### config.mk
export PLATFORM = sky130hd
export DESIGN_NAME = sobel_frame_writer_flat
export DESIGN_NICKNAME = d
export VERILOG_FILES = /design/src/rtl/sobel_frame_writer_pkg.sv /design/src/rtl/sobel_frame_writer_if.sv /design/src/rtl/sobel_frame_writer_pos.sv /design/src/rtl/sobel_frame_writer.sv /design/src/flat_wrapper.sv
export SDC_FILE = /design/constraint.sdc
export NUM_CORES = 1
export LEC_CHECK = 0
export ABC_AREA = 1
export CAP_MARGIN = 10
export CORE_MARGIN = 10
export CORE_UTILIZATION = 55
export DETAILED_ROUTE_END_ITERATION = 12
export DONT_BUFFER_PORTS = 1
export PLACE_DENSITY = 0.79
export SYNTH_ARGS = -nofsm -noshare
export SYNTH_HDL_FRONTEND = slang
export SYNTH_HIERARCHICAL = 1
export SYNTH_SLANG_ARGS = --single-unit
### constraint.sdc
create_clock -name clk -period 2.55 [get_ports clk]
set_input_delay 0.51 -clock clk [delete_from_list [all_inputs] [get_ports clk]]
set_output_delay 0.51 -clock clk [all_outputs]
set_load 0.01 [all_outputs]
### src/rtl/sobel_frame_writer_pkg.sv
// Shared Sobel path definitions: pixel width,
// default frame geometry and writer FSM states.
package sobel_pkg;

  localparam int BYTE_SIZE = 8;
  localparam int IMAGE_WIDTH_E = 9;
  localparam int IMAGE_HIGHT_E = 9;

  typedef enum logic [1:0] {
    IDLE     = 2'd0,
    WAIT_SOF = 2'd1,
    WRITE    = 2'd2,
    DONE     = 2'd3
  } state_t;

endpackage

### src/rtl/sobel_frame_writer_if.sv
// Pixel stream with valid/ready handshake plus
// start-of-frame and end-of-line markers.
interface sobel_stream_if
  import sobel_pkg::*;
#(
  parameter int BYTE_SIZE = sobel_pkg::BYTE_SIZE
);

  logic                 valid;
  logic                 ready;
  logic [BYTE_SIZE-1:0] data;
  logic                 sof;
  logic                 eol;

  modport master (
    output valid, data, sof, eol,
    input  ready
  );

  modport slave (
    input  valid, data, sof, eol,
    output ready
  );

endinterface

### src/rtl/sobel_frame_writer_pos.sv
// Row/column tracker for the frame writer with
// end-of-line resync and frame restart.
module pixel_pos_counter
  import sobel_pkg::*;
#(
  parameter int W_E = sobel_pkg::IMAGE_WIDTH_E,
  parameter int H_E = sobel_pkg::IMAGE_HIGHT_E
) (
  input  logic           clk,
  input  logic           reset,
  input  logic           clear,
  input  logic           restart,
  input  logic           inc,
  input  logic           eol,
  output logic [W_E-1:0] col,
  output logic [H_E-1:0] row,
  output logic           last_col,
  output logic           last_pixel
);

  localparam int WIDTH = 2 ** W_E;
  localparam int HIGHT = 2 ** H_E;

  logic last_row;

  assign last_col   = (col == W_E'(WIDTH - 1));
  assign last_row   = (row == H_E'(HIGHT - 1));
  assign last_pixel = last_row & (last_col | eol);

  // Step position; a line ends by position or by an early eol.
  always_ff @(posedge clk or posedge reset) begin
    if (reset) begin
      col <= '0;
      row <= '0;
    end else if (clear) begin
      col <= '0;
      row <= '0;
    end else if (restart) begin
      col <= W_E'(1);
      row <= '0;
    end else if (inc) begin
      if (last_col | eol) begin
        col <= '0;
        if (!last_row)
          row <= row + H_E'(1);
      end else begin
        col <= col + W_E'(1);
      end
    end
  end

endmodule

### src/rtl/sobel_frame_writer.sv
// Sobel output sink: writes the framed pixel stream
// into the frame buffer and flags framing errors.
module sobel_frame_writer
  import sobel_pkg::*;
#(
  parameter int IMAGE_WIDTH_E = sobel_pkg::IMAGE_WIDTH_E,
  parameter int IMAGE_HIGHT_E = sobel_pkg::IMAGE_HIGHT_E,
  parameter int BYTE_SIZE     = sobel_pkg::BYTE_SIZE
) (
  input  logic        clk,
  input  logic        reset,
  input  logic        start,
  sobel_stream_if.slave s,
  output logic        mem_we,
  output logic [IMAGE_WIDTH_E+IMAGE_HIGHT_E-1:0] mem_addr,
  output logic [BYTE_SIZE-1:0] mem_wdata,
  output logic        busy,
  output logic        frame_done,
  output logic        err_sync
);

  localparam int AW = IMAGE_WIDTH_E + IMAGE_HIGHT_E;

  state_t state_q, state_d;

  logic                     ready;
  logic                     xfer;
  logic                     clear, restart, inc, wr;
  logic                     err_set, err_clr;
  logic [IMAGE_WIDTH_E-1:0] col;
  logic [IMAGE_HIGHT_E-1:0] row;
  logic                     last_col, last_pixel;

  assign ready      = (state_q == WAIT_SOF) |
                      (state_q == WRITE);
  assign s.ready    = ready;
  assign busy       = ready;
  assign frame_done = (state_q == DONE);
  assign xfer       = s.valid & ready;

  pixel_pos_counter #(
    .W_E (IMAGE_WIDTH_E),
    .H_E (IMAGE_HIGHT_E)
  ) u_pos (
    .clk        (clk),
    .reset      (reset),
    .clear      (clear),
    .restart    (restart),
    .inc        (inc),
    .eol        (s.eol),
    .col        (col),
    .row        (row),
    .last_col   (last_col),
    .last_pixel (last_pixel)
  );

  // State register.
  always_ff @(posedge clk or posedge reset) begin
    if (reset) state_q <= IDLE;
    else       state_q <= state_d;
  end

  // Next state, counter controls and error set/clear.
  always_comb begin
    state_d = state_q;
    clear   = 1'b0;
    restart = 1'b0;
    inc     = 1'b0;
    wr      = 1'b0;
    err_set = 1'b0;
    err_clr = 1'b0;
    unique case (state_q)
      IDLE: begin
        if (start) begin
          state_d = WAIT_SOF;
          clear   = 1'b1;
          err_clr = 1'b1;
        end
      end
      WAIT_SOF: begin
        if (xfer && s.sof) begin
          state_d = WRITE;
          restart = 1'b1;
          wr      = 1'b1;
        end
      end
      WRITE: begin
        if (xfer) begin
          wr = 1'b1;
          if (s.sof) begin
            restart = 1'b1;
            err_set = 1'b1;
          end else begin
            inc = 1'b1;
            if (s.eol != last_col)
              err_set = 1'b1;
            if (last_pixel)
              state_d = DONE;
          end
        end
      end
      DONE: state_d = IDLE;
      default: state_d = IDLE;
    endcase
  end

  // Register the write one cycle after its transfer.
  always_ff @(posedge clk or posedge reset) begin
    if (reset) begin
      mem_we    <= 1'b0;
      mem_addr  <= '0;
      mem_wdata <= '0;
    end else begin
      mem_we <= wr;
      if (wr) begin
        mem_addr  <= restart ? AW'(0) : {row, col};
        mem_wdata <= s.data;
      end
    end
  end

  // Sticky framing error, cleared when a frame is armed.
  always_ff @(posedge clk or posedge reset) begin
    if (reset)        err_sync <= 1'b0;
    else if (err_clr) err_sync <= 1'b0;
    else if (err_set) err_sync <= 1'b1;
  end

endmodule

### src/flat_wrapper.sv
// flat-port wrapper written by rule: the top's interface ports become plain ports
module sobel_frame_writer_flat import sobel_pkg::*;
#(
  parameter int IMAGE_WIDTH_E = sobel_pkg::IMAGE_WIDTH_E,
  parameter int IMAGE_HIGHT_E = sobel_pkg::IMAGE_HIGHT_E,
  parameter int BYTE_SIZE     = sobel_pkg::BYTE_SIZE
)
  (clk, reset, start, mem_we, mem_addr, mem_wdata, busy, frame_done, err_sync, s_valid, s_data, s_sof, s_eol, s_ready);
  sobel_stream_if #(.BYTE_SIZE(BYTE_SIZE)) s_i ();
  input  logic clk;
  input  logic reset;
  input  logic start;
  output logic mem_we;
  output logic [IMAGE_WIDTH_E+IMAGE_HIGHT_E-1:0] mem_addr;
  output logic [BYTE_SIZE-1:0] mem_wdata;
  output logic busy;
  output logic frame_done;
  output logic err_sync;
  input wire logic [$bits(s_i.valid)-1:0] s_valid;
  input wire logic [$bits(s_i.data)-1:0] s_data;
  input wire logic [$bits(s_i.sof)-1:0] s_sof;
  input wire logic [$bits(s_i.eol)-1:0] s_eol;
  output wire logic [$bits(s_i.ready)-1:0] s_ready;
  assign s_i.valid = s_valid;
  assign s_i.data = s_data;
  assign s_i.sof = s_sof;
  assign s_i.eol = s_eol;
  assign s_ready = s_i.ready;
  sobel_frame_writer #(.IMAGE_WIDTH_E(IMAGE_WIDTH_E), .IMAGE_HIGHT_E(IMAGE_HIGHT_E), .BYTE_SIZE(BYTE_SIZE)) u_core (.clk(clk), .reset(reset), .start(start), .s(s_i), .mem_we(mem_we), .mem_addr(mem_addr), .mem_wdata(mem_wdata), .busy(busy), .frame_done(frame_done), .err_sync(err_sync));
endmodule
==> results of run 1 <==
-- placed cells by master (no fill, tap or decap), types with 2 or more instances in the layout --
cell and count:
a21oi_1 9, buf_4 3, clkbuf_8 6, clkinvlp_4 2
dfrtp_1 48, ha_1 9, inv_1 44, nand2_1 119
nand2_4 2, nand3_1 16, nand3_2 3, nand4_1 5
nor2_1 31, nor2_2 11, nor2_4 4, nor3_1 5
o21ai_2 2
-- repair_timing --
item / 4_1_cts / 5_1_grt
endpoints found under the hold margin: 3 / 0
gates resized for setup: 0 / 0
hold buffers: 1 / 0
-- final timing paths --
check | from | end | slack (ps)
max | u_core/state_q[0] | u_core/u_pos/row[1] | 270
min | reset | u_core/u_pos/col[0] | 190
max reg2reg | u_core/state_q[0] | u_core/u_pos/row[1] | 270
min reg2reg | u_core/mem_addr[1] | u_core/mem_addr[1] | 550
max in group asynchronous | reset | u_core/mem_addr[10] | 1450
min in group clk | s_data[0] | u_core/mem_wdata[0] | 330
-- power by group --
group | switching (mW) | internal, mW
logic | 0.559 | 0.256
registers | 0.193 | 0.923
clock network | 0.259 | 0.220
total | 1.01 | 1.40
-- layer usage --
layer,GRT usage,wire length (um),vias up
met5,0,0,-
met4,0.0543,88,0
met3,0.0478,476,10
met2,0.214,2190,72
met1,0.161,2260,885
li1,-,-,1000
-- stage by stage --
step	instances	setup WS, ps	total power, mW	hold WS [ps]	utilization
after floorplan	325	430	1.85	449	-
after global placement	372	410	1.92	292	0.579
after detailed placement	372	303	1.95	294	0.579
after CTS	381	282	2.44	215	0.603
after global routing	381	64.8	2.59	246	0.603
final	381	270	2.41	189	0.603
-- sequential cells by signal, summed over array words and instances, names as in the netlist --
register / count
u_core/state_q: 2
u_core/u_pos/col: 9
u_core/err_sync: 1
u_core/mem_wdata: 8
u_core/u_pos/row: 9
u_core/mem_we: 1
u_core/mem_addr: 18
-- cell type report --
cell class	instances	area (um^2)	share of cell area
sequential	48	1200	0.448
multi-input combinational	224	1120	0.416
inverter	45	169	0.0630
clock buffer	6	82.6	0.0308
tap	52	65.1	0.0243
timing repair buffer	4	32.5	0.0121
clock inverter	2	15.0	0.00560
-- logic make-up (layout without fill, tap and decap cells) --
logic type / after synthesis / count (layout) / share of synthesized area
and+or+nand+nor: 200 / 200 / 0.352
buffers and inverters: 53 / 57 / 0.0966
DFF: 48 / 48 / 0.468
AOI/OAI and AO/OA: 15 / 15 / 0.0390
adders and majority gates: 9 / 9 / 0.0439
==> results.yml, run 1 <==
floorplanning:
  die_area_mm2: 0.00780
  row_count: 24
  fp.dieH_um: 88.3
  core-area_mm2: 0.00444
  io_pins: 45
  start_util: 0.577
  die_w_um: 88.3
global_route:
  grt_pass1_wl_um: 8490
  grt.total_usage: 0.134
  grt_max_degree: 28
  gr-total-overflow: 0
  antenna_found_initial: 0
  grt_pass1_vias: 1840
routing:
  drt_iter0_markers: 108
  post_drt_via_cell_ratio: 5.16
  final_antenna_net_count: 0
  vias: 1967
  drt_pass1_iterations: 4
  drcViolationCount: 0
  wl_per_cell_um: 13.2
  wl_um: 5010
sta:
  worst_pin_slew_ps: 691
  setup_tns_ps: 0
  min_period_ps: 2280
  setup_viol: 0
  hold_viol_final: 0
  slew_headroom: 0.539
  finalCritPeriodShare: 0.894
  slew_viol_final: 0
  clock_skew_ps: 8.44
  fmax_mhz: 439
  rsz0062_at_grt: "false"
final_layout:
  syn2layout_area_growth_pct: 4.54
  layout.nets: 351
  fillers: 368
  stdcell_area_mm2: 0.00268
  drive_gt1_frac: 0.116
  antenna_cells: 0
flow_run:
  max_cap_violations: 0
clocking:
  cts-buffers-inserted: 5
  path_clk_slew_ps: 90
  numClockSinks: 48
  clk_path_buf_depth: 2
  h-tree-depth: 2
  cts_tree: "yes"
  cts_setup_buffers: 0
  cts_root_buf: "clkbuf_8"
  clk-insertion-delay-late_ps: 300
critical_path:
  crit_chain: "inv_1, ha_1, nand3_4, nor2_4, nor2_4, nand2_4, nand2_4, nor2_4, inv_1, nand2_1, nand2_1"
  crit_slowest_cell: "ha_1"
  cp.depth: 11
  cp.arrival_ps: 2470
  crit_family: "simple AND/OR/NAND/NOR gates"
  crit_required_ps: 2740
  start_kind: "flop"
  crit_buf_inv: 2
  critical_path_class: "flop to flop"
  end_kind: "flop"
  cp_max_fo: 14
  reg2regPathDepth: 11
  crit_top_cell: "nor2_4"
  slowest_delay_ps: 520
worst_hold_path:
  hp-class: "input pin to asynchronous set/reset pin"
place:
  post_dp_cell_area_mm2: 0.00257
  place_hpwl_um: 3800
  io_buffers: 0
  place_congestion: 0.868
synth:
  synthCells: 325
  synthArstFlopShare: 1.00
  yosysTopAreaCellShare: 0.468
  yosys-top-cells-count: "119 x nand2_1, 48 x dfrtp_1, 44 x inv_1, 31 x nor2_1, 16 x nand3_1"
  ys_seq_area_frac: 0.468
  synthTopCellsByArea: "dfrtp_1 47%, nand2_1 17%, inv_1 6.4%, nor2_1 4.5%, ha_1 4.4%"
  synth_edf_count: 0
  synth_top_area_cell: "dfrtp_1"
  syn_area_per_cell_um2: 7.89
  yosys_warnings: 6
  synth-seq-cells: 48
  yosysMostFrequentCell: "nand2_1"
  synthesis.area_mm2: 0.00256
  synth_fp_nets: 348
  ys_types: 27
  ys.flop_type: "dfrtp_1"
power:
  ir_drop_v: 0.000507
  leakagePower_nw: 1.41
  power_density_mw_per_mm2: 899
status:
  status: "finished, final reports clean"
Note: power is estimated with default switching activity, not from simulation.
==> inputs of run 2 (changes only) <==
Settings changed: CAP_MARGIN 10 to 20.
==> results of run 2 <==
Final layout, timing and power as in run 1 (identical DEF).
